### src/rtl/alignment_output_buffer.sv
// alignment_output_buffer: LIFO that reverses traceback pairs and streams them out in forward order
module alignment_output_buffer #(
  parameter int N = 128,
  parameter int DEPTH = 2*N,
  parameter int score_lenght = $clog2(N+1),
  parameter int CntW = $clog2(DEPTH+1)
) (
  input  logic clk,
  input  logic rst,
  input  logic en_traceB,
  input  logic end_c,
  input  logic [2:0] datoA,
  input  logic [2:0] datoB,
  input  logic signed [score_lenght:0] final_score,
  output logic out_valid,
  input  logic out_ready,
  output logic [2:0] out_A,
  output logic [2:0] out_B,
  output logic out_last,
  output logic signed [score_lenght:0] out_score,
  output logic [CntW-1:0] align_len,
  output logic busy,
  output logic done,
  output logic overflow
);
  localparam int AW = $clog2(DEPTH);
  localparam logic [2:0] IDLE = 3'd0, COLLECT = 3'd1, LATCH = 3'd2, DRAIN = 3'd3, DONE = 3'd4;
  logic [2:0] state;
  logic [CntW-1:0] count;
  logic [5:0] mem [DEPTH];
  logic [AW-1:0] wa, ra;
  logic push, full, to_idle;
  assign full = count == CntW'(DEPTH);
  assign push = (state == IDLE || state == COLLECT) && en_traceB;
  assign to_idle = !en_traceB && ((state == COLLECT && !end_c) || state == DONE);
  assign wa = AW'(count);
  assign ra = AW'(count - CntW'(1));
  assign out_valid = state == DRAIN;
  assign out_last = out_valid && count == CntW'(1);
  assign {out_A, out_B} = out_valid ? mem[ra] : 6'd0;
  assign busy = state == COLLECT || state == LATCH || state == DRAIN;
  assign done = state == DONE;
  always_ff @(posedge clk)
    if (push && !full) mem[wa] <= {datoA, datoB};
  always_ff @(posedge clk or negedge rst)
    if (!rst) begin
      state <= IDLE;
      count <= '0;
      out_score <= '0;
      align_len <= '0;
      overflow <= 1'b0;
    end else begin
      if (push && full) overflow <= 1'b1;
      if (push && !full) count <= count + CntW'(1);
      case (state)
        IDLE: if (en_traceB) state <= end_c ? LATCH : COLLECT;
        COLLECT: state <= end_c ? LATCH : (en_traceB ? COLLECT : IDLE);
        LATCH: begin
          out_score <= final_score;
          align_len <= count;
          state <= DRAIN;
        end
        DRAIN: if (out_ready) begin
          count <= count - CntW'(1);
          if (count == CntW'(1)) state <= DONE;
        end
        DONE: if (!en_traceB) state <= IDLE;
        default: state <= IDLE;
      endcase
      // leaving a run (abort or completion) wipes everything for the next collection
      if (to_idle) begin
        count <= '0;
        align_len <= '0;
        overflow <= 1'b0;
      end
    end
endmodule

### config.mk
export PLATFORM = sky130hd
export DESIGN_NAME = alignment_output_buffer
export DESIGN_NICKNAME = d
export VERILOG_FILES = /design/src/rtl/alignment_output_buffer.sv
export SDC_FILE = /design/constraint.sdc
export NUM_CORES = 2
export LEC_CHECK = 0
export CORE_AREA = 2 2 317 445
export CTS_CLUSTER_SIZE = 10
export DETAILED_ROUTE_END_ITERATION = 7
export DIE_AREA = 0 0 319 447
export GPL_TIMING_DRIVEN = 0
export SYNTH_ARGS = -nofsm -noshare
export SYNTH_HDL_FRONTEND = slang
export SYNTH_SLANG_ARGS = --single-unit
### constraint.sdc
create_clock -name clk -period 5.43 [get_ports clk]
set_input_delay 0.543 -clock clk [delete_from_list [all_inputs] [get_ports clk]]
set_output_delay 0.543 -clock clk [all_outputs]
set_load 0.05 [all_outputs]
==> summary.md <==
| Metric | Value |
|---|---|
| Run status | finished with violations |
| Failing checks | capacitance limit, slew limit, setup timing |
| Clock-pin slew on the worst setup and hold paths | 60 ps |
| Vias in the first global route | 38580 |
| Met2 Wirelength | 108.1 mm |
| Total number of vias | 39780 |
| Core area | 138600 sq um |
| Post-route ant nets | 0 |
| Post-synth EDFFs | 1536 |
| Fin cells | 6273 |
| Clock tree buffer depth | 3 |
| Row Count | 162 |
| RSZ-0062 raised after global routing | yes |
| DR iter-0 viols | 5958 |
| Drt via density | 6.342 |
| CP required | 4890 ps |
| Final core utilization | 52.12% |
| Final worst setup slack | -94.96 ps |
| Worst path cell trace | buf_6 -> inv_4 -> buf_12 -> ha_1 -> buf_4 -> nor2_4 -> buf_6 -> buf_2 -> clkbuf_4 -> nand3_1 -> a31oi_2 -> nor4_2 -> a221oi_2 -> o22ai_4 -> buf_6 |
| Crit. End Element | primary output |
| Number of CTS-inserted buffers | 175 |
| I/O pin count | 49 |
| # fillers | 11410 |
| Avg Cell Area, Syn | 14.86 sq um |
| Root Driver | clkbuf_16 |
| Dpl ws | -3368 ps |
| Predominant post-synthesis flop cell | edfxtp_1 |
| Final hold vios | 0 |
| First-pass GRT wire length | 314.9 mm |
| Grt ovf | 0 |
| Buffers on Ports | 48 |
| Final period util | 101.7% |
| Total Wirelength | 234.4 mm |
| DIE AREA | 142600 sq um |
| TritonCTS clock tree | yes |
| Cell area after synthesis | 61950 sq um |
| Synth cell types | 58 |
| Setup CP Type | reg -> out |
| Syn. warnings | 0 |
| CTS Sinks | 1567 |
| Worst EP arrival | 4980 ps |
| F_max | 181.0 MHz |
| Post-DP HPWL | 158.9 mm |
| Max Slew Vio Count | 12 |
| Seq cells post-synth | 1567 |
| Initial antenna violation count | 9 |
| Nets@finish | 4454 |
| Initial Util | 44.68% |
| GPL Wtd Cong | 1.049 |
| Crit Path Max Fanout | 10 |
| Max Cap Viol | 1 |
| Metal3 WL | 23.77 mm |
| Setup slack, reg-to-reg | 390 ps |
| Worst-margin pin slew | 1534 ps |
| Setup violators final | 6 |
| Drt first pass iters | 8 |
| Top sig layer | met5 |
| Routed len/inst | 37.36 um |
| Setup Skew | 28.59 ps |
| Asr flop ratio synth | 1.978% |
| Largest net degree at the start of global routing | 158 |
| Slew margin rel. | -2.593% |
| Worst min-delay path class | in -> reg |
| All-Layer GR Usage | 32.88% |
| CP max stage delay | 450 ps |
| Fin crit period | 5525 ps |
| Placed inst area | 64990 sq um |
| Worst-Skew Late Latency | 850 ps |
| Die height | 447 um |
| H-tree Lvls | 4 |
| Routed length on met1 | 77.89 mm |
| Seq/Total Area, Yosys | 75.71% |
| CP dominant cell by count | buf_6 |
| # DRC | 0 |
| Worst setup SP type | flip-flop |
| Post-synthesis cell count | 4168 |
| Critical-path top delay cell | a221oi_2 |
| Layout area overhead | 16.65% |
| Share of cells above drive strength 1 | 16.28% |
| Commonest cells after routing, fill and taps aside | 1536 x edfxtp_1, 959 x nand2_1, 333 x nand3_1 |
| Design area | 72270 sq um |
| Die width | 319 um |
| Most common cell after layout, fill and taps aside | edfxtp_1 |
| Syn_nets | 4193 |
| Post-Place Cells | 6032 |
-- worst max-delay path: cells and delay by family, from the launching register on --
| kind | cells | cell delay, ps |
|---|---|---|
| buffers and inverters | 8 | 1780 |
| AOI/OAI and AO/OA | 3 | 1020 |
| and+or+nand+nor | 3 | 550 |
| DFF | 1 | 410 |
| adders and majority gates | 1 | 340 |
-- synthesized netlist by cell type, drive strengths merged (3+ instances only) --
| master | instances | share of area [%] |
|---|---|---|
| edfxtp | 1536 | 74 |
| nand2 | 960 | 5.8 |
| nand3 | 338 | 2.7 |
| nor2 | 329 | 2.0 |
| buf | 154 | 1.3 |
| mux2i | 132 | 2.2 |
| a31oi | 129 | 1.3 |
| a32oi | 127 | 1.8 |
| clkbuf | 120 | 0.73 |
| mux4 | 114 | 4.1 |
| dfrtp | 31 | 1.3 |
| a21oi | 28 | 0.23 |
| nand4 | 14 | 0.14 |
| o22ai | 13 | 0.14 |
| o41ai | 13 | 0.18 |
| nor4 | 12 | 0.12 |
| o2111ai | 12 | 0.17 |
| xnor2 | 11 | 0.16 |
| inv | 8 | 0.048 |
| nor3 | 7 | 0.057 |
| o21ai | 7 | 0.057 |
| nor2b | 6 | 0.061 |
| o31ai | 6 | 0.073 |
| a221oi | 5 | 0.071 |
| a311oi | 5 | 0.071 |
| ha | 5 | 0.10 |
| and3 | 4 | 0.040 |
| or4 | 4 | 0.048 |
| xor2 | 4 | 0.087 |
| a211oi | 3 | 0.036 |
| and2 | 3 | 0.030 |
| mux2 | 3 | 0.055 |
| nor3b | 3 | 0.036 |
| or3 | 3 | 0.030 |
-- through the flow --
stage | hold WS, ps | TNS, ps
floorplan | 247.4 | 0
global placement | 461.4 | -6368180
detailed placement | 465.6 | -44440
CTS | 111.0 | -1.403
global route | 130.4 | -11.19
finish | 121.2 | -387.2
-- what timing repair did --
item,CTS,global route
setup endpoints to repair,149,6
pin swaps,28,14
setup buffers,16,8
resized for setup,585,50
hold buffers,1,0
hold endpoints to repair,31,0
-- worst paths after layout --
path / from / endpoint / cells past startpoint
max in group asynchronous: rst / count[1] / 2
worst max register to register: count[5] / mem[160][3] / 10
min in group asynchronous: rst / align_len[8] / 2
worst min register to register: out_score[1] / out_score[1] / 2
worst min-delay path: datoB[1] / mem[180][1] / 1
worst max-delay path: count[0] / out_A[0] / 15
-- metal layers --
metal | global-route usage (%) | up-vias
met5 | 0.5470 | -
met4 | 28.65 | 12
met3 | 8.376 | 750
met2 | 51.67 | 2661
met1 | 37.52 | 20130
li1 | - | 16220
-- flip-flops by register name, summed over array words and instances, names as in the netlist --
signal / flops
count: 9
mem: 1536
out_score: 9
state: 3
overflow: 1
align_len: 9
-- area by class of cell --
type | instances | area (sq um) | share of cell area, %
diodes | 4 | 10.01 | 0.01385
plain buffers | 272 | 2283 | 3.160
clock buffers | 196 | 4479 | 6.198
clock inverters | 17 | 307.8 | 0.4259
inverters | 8 | 32.53 | 0.04502
multi-input cells | 2319 | 14970 | 20.71
flip-flops and latches | 1567 | 46900 | 64.90
well taps | 1804 | 2257 | 3.123
repair buffers | 86 | 1026 | 1.420
-- cells by family (layout without fill, tap and decap cells) --
kind of cell | count (synthesis) | count (layout) | synth area share, %
AO/OA/AOI/OAI | 363 | 363 | 4.348
XOR/XNOR | 15 | 15 | 0.2424
adder cells (fa/ha/maj) | 5 | 5 | 0.1010
buffers and inverters | 282 | 579 | 2.090
flip-flops | 1567 | 1567 | 75.71
multiplexers | 249 | 249 | 6.352
other | 0 | 4 | 0
AND/OR/NAND/NOR | 1687 | 1687 | 11.16
Power is not shown: default switching activity piles up to over one toggle a cycle in this logic, so the estimate is an artifact.
